**src/rtl/act_relu_writer.sv**
```systemverilog
// act_relu_writer
//   Collects the final conv results of N_COL accumulator columns, applies an
//   optional ReLU, queues each column in its own small FIFO and merges all
//   queues into one output-feature-map SRAM write port via a round-robin
//   arbiter. Pulses done once every active column has written its last result.
//
// Ports
//   clk, rst_n      clock, asynchronous active-low reset
//   clear_i         synchronous clear of FIFOs, arbiter pointer and flags
//   relu_en_i       1 = clamp negative results to zero when they are stored
//   active_cols_i   number of columns taking part in done (0 means N_COL)
//   conv_valid_i    per-column result strobe
//   conv_last_i     per-column last-result marker
//   conv_result_i   per-column signed result
//   addr_i          per-column result index
//   wr_en_o         SRAM write strobe
//   wr_addr_o       {column index, result index}
//   wr_data_o       activated data
//   done_o          one-cycle pulse, aligned with the completing write
//   overflow_o      sticky: a result was dropped on a full FIFO
module act_relu_writer #(
    parameter int N_COL      = 16,
    parameter int FIFO_DEPTH = 4,
    parameter int DW         = 8,
    parameter int AW         = 10
) (
    input  logic                          clk,
    input  logic                          rst_n,
    input  logic                          clear_i,
    input  logic                          relu_en_i,
    input  logic [4:0]                    active_cols_i,
    input  logic [N_COL-1:0]              conv_valid_i,
    input  logic [N_COL-1:0]              conv_last_i,
    input  logic [N_COL-1:0][DW-1:0]      conv_result_i,
    input  logic [N_COL-1:0][AW-1:0]      addr_i,
    output logic                          wr_en_o,
    output logic [$clog2(N_COL)+AW-1:0]   wr_addr_o,
    output logic [DW-1:0]                 wr_data_o,
    output logic                          done_o,
    output logic                          overflow_o
);

    localparam int CW = $clog2(N_COL);
    localparam int PW = $clog2(FIFO_DEPTH);
    localparam int NW = PW + 1;
    localparam int EW = 1 + AW + DW;   // entry = {last, addr, data}

    function automatic logic [DW-1:0] relu(input logic [DW-1:0] x, input logic en);
        return (en && x[DW-1]) ? '0 : x;
    endfunction

    // Columns 0..n-1 take part in done; 0 (and anything above N_COL) means all.
    function automatic logic [N_COL-1:0] active_mask(input logic [4:0] n);
        logic [N_COL-1:0] m;
        int lim;
        lim = (n == 5'd0 || int'(n) > N_COL) ? N_COL : int'(n);
        for (int c = 0; c < N_COL; c++) begin
            m[c] = (c < lim);
        end
        return m;
    endfunction

    logic [EW-1:0]       mem_q    [N_COL][FIFO_DEPTH];
    logic [PW-1:0]       wr_ptr_q [N_COL];
    logic [PW-1:0]       wr_ptr_d [N_COL];
    logic [PW-1:0]       rd_ptr_q [N_COL];
    logic [PW-1:0]       rd_ptr_d [N_COL];
    logic [NW-1:0]       cnt_q    [N_COL];
    logic [NW-1:0]       cnt_d    [N_COL];
    logic [CW-1:0]       rr_ptr_q, rr_ptr_d;
    logic [N_COL-1:0]    flags_q, flags_d;
    logic                wr_en_q, wr_en_d;
    logic [CW+AW-1:0]    wr_addr_q, wr_addr_d;
    logic [DW-1:0]       wr_data_q, wr_data_d;
    logic                done_q, done_d;
    logic                ovf_q, ovf_d;

    logic                gnt_vld;
    logic [CW-1:0]       gnt_idx;
    logic [EW-1:0]       gnt_entry;
    logic [N_COL-1:0]    pop;
    logic [N_COL-1:0]    push_ok;
    logic [N_COL-1:0]    flags_set;
    logic [N_COL-1:0]    mask;

    always_comb begin
        // Round-robin search: first non-empty FIFO at or after the pointer.
        gnt_vld = 1'b0;
        gnt_idx = '0;
        for (int i = 0; i < N_COL; i++) begin
            if (!gnt_vld && cnt_q[(int'(rr_ptr_q) + i) % N_COL] != '0) begin
                gnt_vld = 1'b1;
                gnt_idx = CW'((int'(rr_ptr_q) + i) % N_COL);
            end
        end
        pop = '0;
        if (gnt_vld) pop[gnt_idx] = 1'b1;
        gnt_entry = mem_q[gnt_idx][rd_ptr_q[gnt_idx]];
        mask      = active_mask(active_cols_i);

        rr_ptr_d  = rr_ptr_q;
        flags_d   = flags_q;
        flags_set = flags_q;
        wr_en_d   = gnt_vld;
        wr_addr_d = wr_addr_q;
        wr_data_d = wr_data_q;
        done_d    = 1'b0;
        ovf_d     = ovf_q;
        push_ok   = '0;
        wr_ptr_d  = wr_ptr_q;
        rd_ptr_d  = rd_ptr_q;
        cnt_d     = cnt_q;

        // A full FIFO still accepts a push when it is being popped this cycle.
        for (int c = 0; c < N_COL; c++) begin
            push_ok[c] = conv_valid_i[c] && (cnt_q[c] != NW'(FIFO_DEPTH) || pop[c]);
            if (conv_valid_i[c] && !push_ok[c]) ovf_d = 1'b1;
            if (push_ok[c]) wr_ptr_d[c] = wr_ptr_q[c] + 1'b1;
            if (pop[c])     rd_ptr_d[c] = rd_ptr_q[c] + 1'b1;
            cnt_d[c] = cnt_q[c] + NW'(push_ok[c]) - NW'(pop[c]);
        end

        if (gnt_vld) begin
            rr_ptr_d  = CW'((int'(gnt_idx) + 1) % N_COL);
            wr_addr_d = {gnt_idx, gnt_entry[AW+DW-1:DW]};
            wr_data_d = gnt_entry[DW-1:0];
            // Done is evaluated only on a write that carries a last marker.
            if (gnt_entry[EW-1]) begin
                flags_set[gnt_idx] = 1'b1;
                if ((flags_set & mask) == mask) begin
                    done_d  = 1'b1;
                    flags_d = '0;
                end else begin
                    flags_d = flags_set;
                end
            end
        end

        if (clear_i) begin
            push_ok   = '0;
            rr_ptr_d  = '0;
            flags_d   = '0;
            wr_en_d   = 1'b0;
            wr_addr_d = '0;
            wr_data_d = '0;
            done_d    = 1'b0;
            ovf_d     = 1'b0;
            for (int c = 0; c < N_COL; c++) begin
                wr_ptr_d[c] = '0;
                rd_ptr_d[c] = '0;
                cnt_d[c]    = '0;
            end
        end
    end

    // FIFO storage carries no reset; occupancy counters define what is valid.
    always_ff @(posedge clk) begin
        for (int c = 0; c < N_COL; c++) begin
            if (push_ok[c]) begin
                mem_q[c][wr_ptr_q[c]] <= {conv_last_i[c], addr_i[c],
                                          relu(conv_result_i[c], relu_en_i)};
            end
        end
    end

    always_ff @(posedge clk or negedge rst_n) begin
        if (!rst_n) begin
            rr_ptr_q  <= '0;
            flags_q   <= '0;
            wr_en_q   <= 1'b0;
            wr_addr_q <= '0;
            wr_data_q <= '0;
            done_q    <= 1'b0;
            ovf_q     <= 1'b0;
            for (int c = 0; c < N_COL; c++) begin
                wr_ptr_q[c] <= '0;
                rd_ptr_q[c] <= '0;
                cnt_q[c]    <= '0;
            end
        end else begin
            rr_ptr_q  <= rr_ptr_d;
            flags_q   <= flags_d;
            wr_en_q   <= wr_en_d;
            wr_addr_q <= wr_addr_d;
            wr_data_q <= wr_data_d;
            done_q    <= done_d;
            ovf_q     <= ovf_d;
            for (int c = 0; c < N_COL; c++) begin
                wr_ptr_q[c] <= wr_ptr_d[c];
                rd_ptr_q[c] <= rd_ptr_d[c];
                cnt_q[c]    <= cnt_d[c];
            end
        end
    end

    assign wr_en_o    = wr_en_q;
    assign wr_addr_o  = wr_addr_q;
    assign wr_data_o  = wr_data_q;
    assign done_o     = done_q;
    assign overflow_o = ovf_q;

endmodule

```
**config.mk**
```make
export PLATFORM = sky130hd
export DESIGN_NAME = act_relu_writer
export DESIGN_NICKNAME = d
export VERILOG_FILES = /design/src/rtl/act_relu_writer.sv
export SDC_FILE = /design/constraint.sdc
export NUM_CORES = 2
export LEC_CHECK = 0
export CORE_MARGIN = 5
export CORE_UTILIZATION = 40
export DETAILED_ROUTE_END_ITERATION = 16
export PLACE_DENSITY = 0.57
export SLEW_MARGIN = 20
export SYNTH_ARGS = -nofsm -noshare
export SYNTH_HDL_FRONTEND = slang
export SYNTH_SLANG_ARGS = --single-unit
```
**constraint.sdc**
```tcl
create_clock -name clk -period 6.89 [get_ports clk]
set_clock_uncertainty 0.1 [all_clocks]
set_input_delay 1.0335 -clock clk [delete_from_list [all_inputs] [get_ports clk]]
set_output_delay 1.0335 -clock clk [all_outputs]
set_load 0.005 [all_outputs]
```
==> results_dict.tcl <==
set metrics [dict create \
    final_cell_mix "1216 x edfxtp_1, 987 x nand2_1, 350 x clkdlybuf4s50_1, 243 x a211oi_1, 229 x buf_4" \
    coreArea_um2 154000 \
    clock_tree.buffer_depth 3 \
    final_min_period_over_clock_period_pct 99.0 \
    cp-end-kind "flop" \
    synthArstFlopShare_pct 11.4 \
    first_drt_iteration_drcs 5885 \
    drive_above_1_share_pct 11.2 \
    worstPathCellList "buf_4, ha_1, xnor2_1, buf_4, nand2b_1, o22ai_1, nor2_1, and3_1, buf_4, o211a_1, o32ai_1, a31oi_4, inv_8, buf_4, buf_4, nand2_1, a311oi_1, or3_1, o311ai_0, nor3b_1, a211oi_1" \
    htreeDepth 4 \
    fin_setup_tns_ns 0 \
    drt_drc_violations_left 0 \
    crit_top_cell "buf_4" \
    post-dp-hpwl_mm 157 \
    setup.worst_path.class "flop to flop" \
    yosys.cell_types.count 101 \
    fin_util_pct 48.5 \
    area.growth.synth_to_final_pct 20.8 \
    ctsRootBufferMaster "clkbuf_16" \
    floorplan.rows 144 \
    cts.reportedPaths.clkPinSlew_ns 0.06 \
    crit_path_max_incr_delay_ns 0.79 \
    global_route_wire_length_before_repair_mm 318 \
    place.gp.congestion 0.955 \
    route.vias.total 44008 \
    seq_area_frac_synth_pct 65.6 \
    globalRouteTotalUtil_pct 27.3 \
    crit_path_max_fanout 23 \
    number_of_nets_with_antenna_violations_after_routing 1 \
    avgSynthCellArea_um2 12.6 \
    numCtsBuffers 149 \
    synth_fp_nets 5368 \
    pin_count_of_the_biggest_net_entering_global_routing 153 \
    routed_wl_mm 227 \
    synth.ff_latch_count 1373 \
    timing.final.setup_violations 0 \
    globalRoute.totalOverflow 0 \
    nets 5850 \
    detailedRoute.firstPassIterationCount 5 \
    port_buffers 353 \
    min-delay-path-class "input pin to async pin" \
    critical_path_arrival_ns 7.39 \
    cts_num_sinks 1373 \
    synth-edff-count 1216 \
    cts_hold_repair.buffers 0 \
    via_per_inst 5.81 \
    report.final.hold_viol_count 0 \
    initial_antenna_violation_count 31 \
    filler_instances 13481 \
    critPathRequiredTime_ns 7.46 \
    max_cap_viol_count 0 \
    synthFlopType "edfxtp_1" \
    initial_core_util_pct 40.1 \
    dpl_cell_area_um2 69700 \
    number_of_synthesis_warnings 0 \
    timing.critical_path.from_type "flop" \
    fin_cells 7579 \
    max_slew_margin_pct 24.6 \
    dpl.cell_count 7288 \
    die_h_um 403 \
    fin_crit_ns 6.82 \
    timing.final.max_slew_violations 0 \
    tritoncts "built" \
    clk-insertion-delay-late_ns 0.78 \
    mostFrequentLayoutCell "edfxtp_1" \
    syn-cell-area_um2 61700 \
    max_slew.worst_pin.slew_ns 1.12 \
    final_area_um2 74500 \
    status "finished, violations left" \
    post_drt_wl_per_cell_um 29.9 \
    die_width_um 403 \
    timing.fmax_ghz 0.147 \
    critical_path.slowest_cell "a311oi_1" \
    pin_count 354 \
    first_global_vias 41936 \
    rsz0062_at_grt "no" \
    postSynthCellCount 4915 \
    fp.dieArea_um2 162000 \
    failed_checks "antenna rules" \
]
synth_stat cells, types with 69 or more instances:
| cell | instances | area share (%) |
|---|---|---|
| nand2_1 | 987 | 6.0 |
| ha_1 | 108 | 2.2 |
| inv_1 | 141 | 0.86 |
| nor2_1 | 147 | 0.89 |
| a31oi_1 | 115 | 1.2 |
| dfrtp_1 | 157 | 6.4 |
| nor2b_1 | 199 | 2.0 |
| xnor2_1 | 69 | 0.98 |
| and2_1 | 184 | 1.9 |
| edfxtp_1 | 1216 | 59 |
| buf_2 | 77 | 0.62 |
| a311oi_1 | 181 | 2.6 |
| nand3_1 | 139 | 1.1 |
| clkbuf_1 | 200 | 1.2 |
| a211oi_1 | 243 | 3.0 |
| and3_1 | 96 | 0.97 |
logic make-up (layout without fill, tap and decap cells):
kind of cell             Yosys count  after routing  synth area share [%]
AND/OR/NAND/NOR                 1932           1932                  14.8
flip-flops                      1373           1373                  65.6
AO/OA/AOI/OAI                    836            836                  10.5
buffers and inverters            472           1072                  3.18
adder cells (fa/ha/maj)          124            124                  2.71
XOR/XNOR                          93             93                  1.33
multiplexers                      85             85                  1.93
other                              0             20                     0
repair_timing:
item,4_1_cts,5_1_grt
resized for setup,0,12
setup endpoints to repair,0,102
buffers inserted,0,2
worst paths after layout:
kind / end / from / slack, ns / cells after the start
max in group asynchronous: cnt_q[9] / rst_n / 5.28 / 2
min in group clk: flags_q[1] / flags_q[1] / 0.41 / 1
hold reg to reg: flags_q[1] / flags_q[1] / 0.41 / 1
setup / recovery: wr_addr_o[0] / rr_ptr_q[2] / 0.07 / 21
hold / removal: wr_ptr_q[29] / rst_n / 0.14 / 1
setup reg to reg: wr_addr_o[0] / rr_ptr_q[2] / 0.07 / 21
layer usage:
| metal | track usage, % | routed length [um] |
|---|---|---|
| met5 | 0 | 72 |
| met4 | 11.8 | 11100 |
| met3 | 6.12 | 22100 |
| met2 | 39.7 | 97800 |
| met1 | 39.2 | 95500 |
critical path: cells and delay by family, from the launching register on:
kind,cells,cell delay [ns]
xor+xnor,1,0.12
buf+inv,6,1.54
compound gates,7,2.70
fa+ha+maj,1,0.42
flops,1,0.38
simple gates,6,1.41
flip-flops by register name (all words and copies together), names as in the netlist:
name        flops
wr_addr_o      14
wr_en_o         1
cnt_q          48
done_o          1
wr_data_o       8
rr_ptr_q        4
mem_q        1216
rd_ptr_q       32
flags_q        16
wr_ptr_q       32
overflow_o      1
final cells by class:
type	count	area, um^2	area share, %
Tap cell	2044	2560	3.43
Timing Repair Buffer	657	6750	9.06
Clock inverter	69	662	0.888
Antenna cell	20	50.0	0.0672
Sequential cell	1373	40400	54.3
Multi-Input combinational cell	3070	19400	26.1
Inverter	146	563	0.756
Clock buffer	200	4060	5.44
through the flow:
stage               setup WS, ns  hold slack [ns]
finish                    0.0667            0.143
floorplan                 0.0154            0.367
global route              0.0231            0.187
detailed placement         0.173            0.392
global placement           0.158            0.385
CTS                        0.155            0.158
Power is not shown: default switching activity piles up to over one toggle a cycle in this logic, so the estimate is an artifact.
